--- src/rtl/req_priority_encoder_pkg.sv ---
// ---------------------------------------------------------------------------
// enc_pkg
// Shared sizing and types for the request priority encoder.
//   N_REQ     : number of request lines
//   W_IDX     : width of an encoded request index
//   req_vec_t : one bit per request line
//   idx_t     : binary request index
//   cnt_t     : population count of a req_vec_t (0..N_REQ)
// Helpers:
//   dec_onehot : W-to-N decoder, index -> one-hot vector
//   popcount   : number of set bits in a request vector
// ---------------------------------------------------------------------------
package enc_pkg;

    localparam int N_REQ = 8;
    localparam int W_IDX = $clog2(N_REQ);

    typedef logic [N_REQ-1:0] req_vec_t;
    typedef logic [W_IDX-1:0] idx_t;
    typedef logic [W_IDX:0]   cnt_t;

    function automatic req_vec_t dec_onehot(input idx_t i);
        req_vec_t v;
        v    = '0;
        v[i] = 1'b1;
        return v;
    endfunction

    function automatic cnt_t popcount(input req_vec_t v);
        cnt_t c;
        c = '0;
        for (int b = 0; b < N_REQ; b++) begin
            c = c + cnt_t'(v[b]);
        end
        return c;
    endfunction

endpackage

--- src/rtl/req_priority_encoder_if.sv ---
// ---------------------------------------------------------------------------
// req_priority_encoder_if
// Request/handshake bundle between a requester/consumer and the encoder.
//   en       : capture enable (requester -> encoder)
//   req      : request lines (requester -> encoder)
//   ack      : consumer accepts presented idx (consumer -> encoder)
//   valid    : idx holds an un-acknowledged pending request
//   idx      : binary index of the presented request
//   pending  : sticky pending set (status)
//   pend_cnt : population count of pending (status)
// Modports:
//   master : the side that drives en/req/ack and observes the outputs
//   slave  : the encoder itself
// ---------------------------------------------------------------------------
interface req_priority_encoder_if;
    import enc_pkg::*;

    logic     en;
    req_vec_t req;
    logic     ack;
    logic     valid;
    idx_t     idx;
    req_vec_t pending;
    cnt_t     pend_cnt;

    modport master (
        output en, req, ack,
        input  valid, idx, pending, pend_cnt
    );

    modport slave (
        input  en, req, ack,
        output valid, idx, pending, pend_cnt
    );

endinterface

--- src/rtl/req_priority_encoder_prio_enc.sv ---
// ---------------------------------------------------------------------------
// prio_enc
// Combinational priority encoder, lowest set bit wins.
//   vec_i : candidate request vector
//   sel_o : index of the lowest set bit (0 when none set)
//   any_o : 1 when at least one bit of vec_i is set
// ---------------------------------------------------------------------------
module prio_enc
    import enc_pkg::*;
(
    input  req_vec_t vec_i,
    output idx_t     sel_o,
    output logic     any_o
);

    // Scan from the top down so the lowest set bit is the last one written.
    always_comb begin
        sel_o = '0;
        any_o = 1'b0;
        for (int b = N_REQ - 1; b >= 0; b--) begin
            if (vec_i[b]) begin
                sel_o = idx_t'(b);
                any_o = 1'b1;
            end
        end
    end

endmodule

--- src/rtl/req_priority_encoder.sv ---
// ---------------------------------------------------------------------------
// req_priority_encoder
// Latches request lines into a sticky pending set and presents the index of
// the highest-priority (lowest-index) pending request on a registered
// valid/ack handshake, one request per acknowledged cycle.
//   clk   : clock, all state updates on the rising edge
//   reset : asynchronous, active-low reset
//   bus   : slave side of req_priority_encoder_if
//             en, req, ack            -> inputs
//             valid, idx, pending,
//             pend_cnt                -> outputs
// ---------------------------------------------------------------------------
module req_priority_encoder
    import enc_pkg::*;
(
    input  logic                  clk,
    input  logic                  reset,
    req_priority_encoder_if.slave bus
);

    req_vec_t pending_q, pending_d;
    logic     valid_q, valid_d;
    idx_t     idx_q, idx_d;

    req_vec_t clr;
    req_vec_t excl;
    req_vec_t cand;
    idx_t     sel;
    logic     any;
    logic     load;

    // Clear the presented bit on a real handshake; new captures are ORed in
    // afterwards so a request on the acked line in the same cycle survives.
    assign clr       = (valid_q && bus.ack) ? dec_onehot(idx_q) : '0;
    assign pending_d = (pending_q & ~clr) | (bus.en ? bus.req : '0);

    // The presented index is skipped when choosing the next one, so a line
    // that re-requests on its own ack edge waits its turn instead of being
    // handed straight back. With valid low idx is stale and excludes nothing.
    assign excl = valid_q ? dec_onehot(idx_q) : '0;
    assign cand = pending_d & ~excl;

    prio_enc u_prio_enc (
        .vec_i (cand),
        .sel_o (sel),
        .any_o (any)
    );

    // Output register is free when nothing is presented or it is being taken.
    assign load = !valid_q || bus.ack;

    always_comb begin
        valid_d = valid_q;
        idx_d   = idx_q;
        if (load) begin
            valid_d = any;
            if (any) begin
                idx_d = sel;
            end
        end
    end

    always_ff @(posedge clk or negedge reset) begin
        if (!reset) begin
            pending_q <= '0;
            valid_q   <= 1'b0;
            idx_q     <= '0;
        end else begin
            pending_q <= pending_d;
            valid_q   <= valid_d;
            idx_q     <= idx_d;
        end
    end

    assign bus.pending  = pending_q;
    assign bus.valid    = valid_q;
    assign bus.idx      = idx_q;
    assign bus.pend_cnt = popcount(pending_q);

endmodule

--- src/flat_wrapper.sv ---
// flat-port wrapper written by rule: the top's interface ports become plain ports
module req_priority_encoder_flat import enc_pkg::*;
  (clk, reset, bus_en, bus_req, bus_ack, bus_valid, bus_idx, bus_pending, bus_pend_cnt);
  req_priority_encoder_if bus_i ();
  input  logic clk;
  input  logic reset;
  input wire logic [$bits(bus_i.en)-1:0] bus_en;
  input wire logic [$bits(bus_i.req)-1:0] bus_req;
  input wire logic [$bits(bus_i.ack)-1:0] bus_ack;
  output wire logic [$bits(bus_i.valid)-1:0] bus_valid;
  output wire logic [$bits(bus_i.idx)-1:0] bus_idx;
  output wire logic [$bits(bus_i.pending)-1:0] bus_pending;
  output wire logic [$bits(bus_i.pend_cnt)-1:0] bus_pend_cnt;
  assign bus_i.en = bus_en;
  assign bus_i.req = bus_req;
  assign bus_i.ack = bus_ack;
  assign bus_valid = bus_i.valid;
  assign bus_idx = bus_i.idx;
  assign bus_pending = bus_i.pending;
  assign bus_pend_cnt = bus_i.pend_cnt;
  req_priority_encoder u_core (.clk(clk), .reset(reset), .bus(bus_i));
endmodule
--- config.mk ---
export PLATFORM = sky130hd
export DESIGN_NAME = req_priority_encoder_flat
export DESIGN_NICKNAME = d
export VERILOG_FILES = /design/src/rtl/req_priority_encoder_pkg.sv /design/src/rtl/req_priority_encoder_if.sv /design/src/rtl/req_priority_encoder_prio_enc.sv /design/src/rtl/req_priority_encoder.sv /design/src/flat_wrapper.sv
export SDC_FILE = /design/constraint.sdc
export NUM_CORES = 1
export LEC_CHECK = 0
export CAP_MARGIN = 30
export CORE_ASPECT_RATIO = 1.5
export CORE_UTILIZATION = 35
export CTS_CLUSTER_DIAMETER = 150
export DETAILED_ROUTE_END_ITERATION = 10
export GPL_TIMING_DRIVEN = 0
export MAX_ROUTING_LAYER = met4
export PLACE_DENSITY = 0.67
export SKIP_CTS_REPAIR_TIMING = 1
export SLEW_MARGIN = 20
export SYNTH_ARGS = -nofsm -noshare
export SYNTH_HDL_FRONTEND = slang
export SYNTH_HIERARCHICAL = 1
export SYNTH_SLANG_ARGS = --single-unit
--- constraint.sdc ---
create_clock -name clk -period 4.1 [get_ports clk]
set_clock_uncertainty 0.15 [all_clocks]
set_input_delay 0.615 -clock clk [delete_from_list [all_inputs] [get_ports clk]]
set_output_delay 0.615 -clock clk [all_outputs]
set_load 0.01 [all_outputs]
==> flow_summary_export.csv <==
group,metric,value,unit
global_routing,grt_pass1_vias,773,
cts,clockBufferDepth,2,
logic_synthesis,synth_top_area_cell,"dfrtp_1",
drt,wl_per_cell,13.5,um
logic_synthesis,synth_area_leaders,"dfrtp_1 35%, fa_1 9.2%, inv_1 5.6%",
cts,cts_tree,"built",
setup_path,worstPathRequired,3.34,ns
cts,cts.htree.levels,1,
placed_design,placed_area,1170,um2
drt,first_pass_iters,4,
drt,drtIter0Drc,29,
drt,ant_nets,0,
hold_path,min_path_type,"reg -> reg",
floorplan,ios,28,
power,p_per_area,743,nW/um2
cts,cts_buffers,3,
job,drv_cap,0,
drt,drc,0,
logic_synthesis,avgSynthCellArea,9.14,um2
global_routing,antenna_found_initial,0,
setup_path,cp_cell_sequence,"fa_1, inv_1, fa_1, fa_1, inv_1, ha_1, a21oi_1, nor2b_1, clkdlybuf4s50_1",
placed_design,port_buffers,27,
sta,hold_ws,0.399,ns
cts,clock_sinks,12,
cts,clkTransAtPathRegs,0.07,ns
floorplan,die_w,42.7,um
sta,fin_crit,3.88,ns
setup_path,cpMostUsedCell,"fa_1",
setup_path,cp-start-kind,"register",
drt,viasPerCell,5.38,
drt,finalWirelength,2010,um
logic_synthesis,synth_ff_type,"dfrtp_1",
logic_synthesis,yosysWarnings,6,
sta,setup_violations,0,
placed_design,dp_hpwl,1670,um
logic_synthesis,syn-num-nets,114,
floorplan,dieArea,2690,um2
logic_synthesis,synth_commonest_cells,"13 x inv_1, 13 x nand2_1, 12 x dfrtp_1, 8 x a21oi_1, 6 x nor2_1",
cts,insertion_delay,0.27,ns
sta,clock.fmax,0.258,GHz
logic_synthesis,async_flop_share,100,%
power,p_leak,0.515,nW
sta,fin_crit_sh,94.7,%
logic_synthesis,ys_seq_area_share,34.6,%
layout,antenna_cells,0,
sta,setup_tns,0,ns
global_routing,overflow,0,
logic_synthesis,synth_cell_types,26,
global_routing,grt_max_degree,13,
layout,area_growth,38.5,%
sta,hold_viol_final,0,
drt,vias,802,
power,finalPower,0.000894,W
logic_synthesis,synth_seq_cells,12,
setup_path,endpoint_kind,"output port",
global_routing,track_usage,16.8,%
sta,rsz0062_at_grt,"no",
logic_synthesis,synthCells,95,
layout,multi_input_area,514,um2
logic_synthesis,synth_area,868,um2
sta,slew_headroom,64.0,%
placed_design,dpl.cell_count,145,
layout,final_cell_count_no_fill,149,
setup_path,arrival,3.12,ns
power,peakVddDrop,0.432,mV
setup_path,critPathSlowestCell,"fa_1",
layout,nFillCells,221,
floorplan,core_area,2290,um2
floorplan,rows,21,
floorplan,die_h,63,um
layout,stdcell_area,1200,um2
layout,final-seq-area,300,um2
layout,drive_gt1_share,9.52,%
floorplan,initial_utilization,38.0,%
sta,slew_viol_final,0,
layout,final_nets,147,
outcome,status,"complete, no violations",
setup_path,critical_path.max_fanout,2,
setup_path,slowest_delay,0.53,ns
sta,worstMarginPinSlew,0.538,ns
cts,cts_root_buffer,"clkbuf_4",
logic_synthesis,synth-edff-count,0,
setup_path,crit_type,"reg -> out",
placed_design,gp_congestion,0.893,
global_routing,grt_pass1_wl,3330,um
logic_synthesis,synth_top_area_share,34.6,%
-- stage by stage --
step / setup slack (ns) / utilization, %
floorplan: 0.593 / -
global placement: 0.126 / 51.1
detailed placement: 0.0821 / 51.1
CTS: -0.214 / 52.1
global route: 0.0434 / 52.6
finish: 0.218 / 52.6
-- layout make-up --
class / instances / area share (%)
multi-input combinational: 69 / 42.8
timing repair buffer: 28 / 23.5
tap: 23 / 2.39
sequential: 12 / 25.0
inverter: 13 / 4.06
buffer: 1 / 0.416
clock buffer: 3 / 1.87
-- where the power goes --
group          internal, W  switching, W
combinational     0.000343      0.000285
clock            0.0000340     0.0000380
sequential        0.000149     0.0000449
-- final timing paths --
check,from,depth (start not counted),slack [ns],endpoint
setup reg to reg,u_core/bus.idx[1],6,1.93,u_core/bus.idx[2]
hold / removal,u_core/bus.pending[6],2,0.40,u_core/bus.pending[6]
setup / recovery,u_core/bus.pending[0],9,0.22,bus_pend_cnt[3]
hold reg to reg,u_core/bus.pending[6],2,0.40,u_core/bus.pending[6]
max in group asynchronous,reset,1,2.90,u_core/bus.pending[6]
min in group asynchronous,reset,1,0.54,u_core/bus.pending[1]
-- routing by layer --
layer,wire length (um),GRT usage [%],up-vias,share of wire (%)
met5,0,-,-,0
met4,68,9.77,0,3.4
met3,66,2.89,7,3.3
met2,1070,26.7,19,53
met1,805,19.3,384,40
li1,-,-,392,-
-- cells in the final DEF, fill, tap and decap left out, types with 2 or more instances in the layout --
cell             instances
a31oi_1                  2
o21ai_0                  5
ha_1                     3
a2bb2oi_1                2
fa_1                     4
nor2b_1                  4
a21oi_1                  8
mux2_2                   3
inv_1                   13
clkbuf_4                 3
nor2_1                   6
nand2b_1                 4
dfrtp_1                 12
clkdlybuf4s50_1         25
nand2_1                 13
a32oi_1                  2
dlymetal6s2s_1           2
a211oi_1                 3
-- flip-flops by register name, indices dropped and copies added, names as in the netlist --
signal / count
u_core/bus.pending: 8
u_core/bus.idx: 3
u_core/bus.valid: 1
-- cells by family after synthesis --
| family | after synthesis | share of synthesized area, % |
|---|---|---|
| simple gates | 32 | 19.2 |
| compound gates | 26 | 21.6 |
| buf+inv | 14 | 6.20 |
| flops | 12 | 34.6 |
| fa+ha+maj | 7 | 13.5 |
| mux | 3 | 3.89 |
| xor+xnor | 1 | 1.01 |
-- worst max-delay path, delay by kind of cell, from the launching register on --
kind / cells / cell delay (ns)
AO/OA/AOI/OAI: 1 / 0.15
AND/OR/NAND/NOR: 1 / 0.06
buffers and inverters: 3 / 0.60
adder cells (fa/ha/maj): 4 / 1.64
flip-flops: 1 / 0.40
Power figures use the tool's default switching activity.
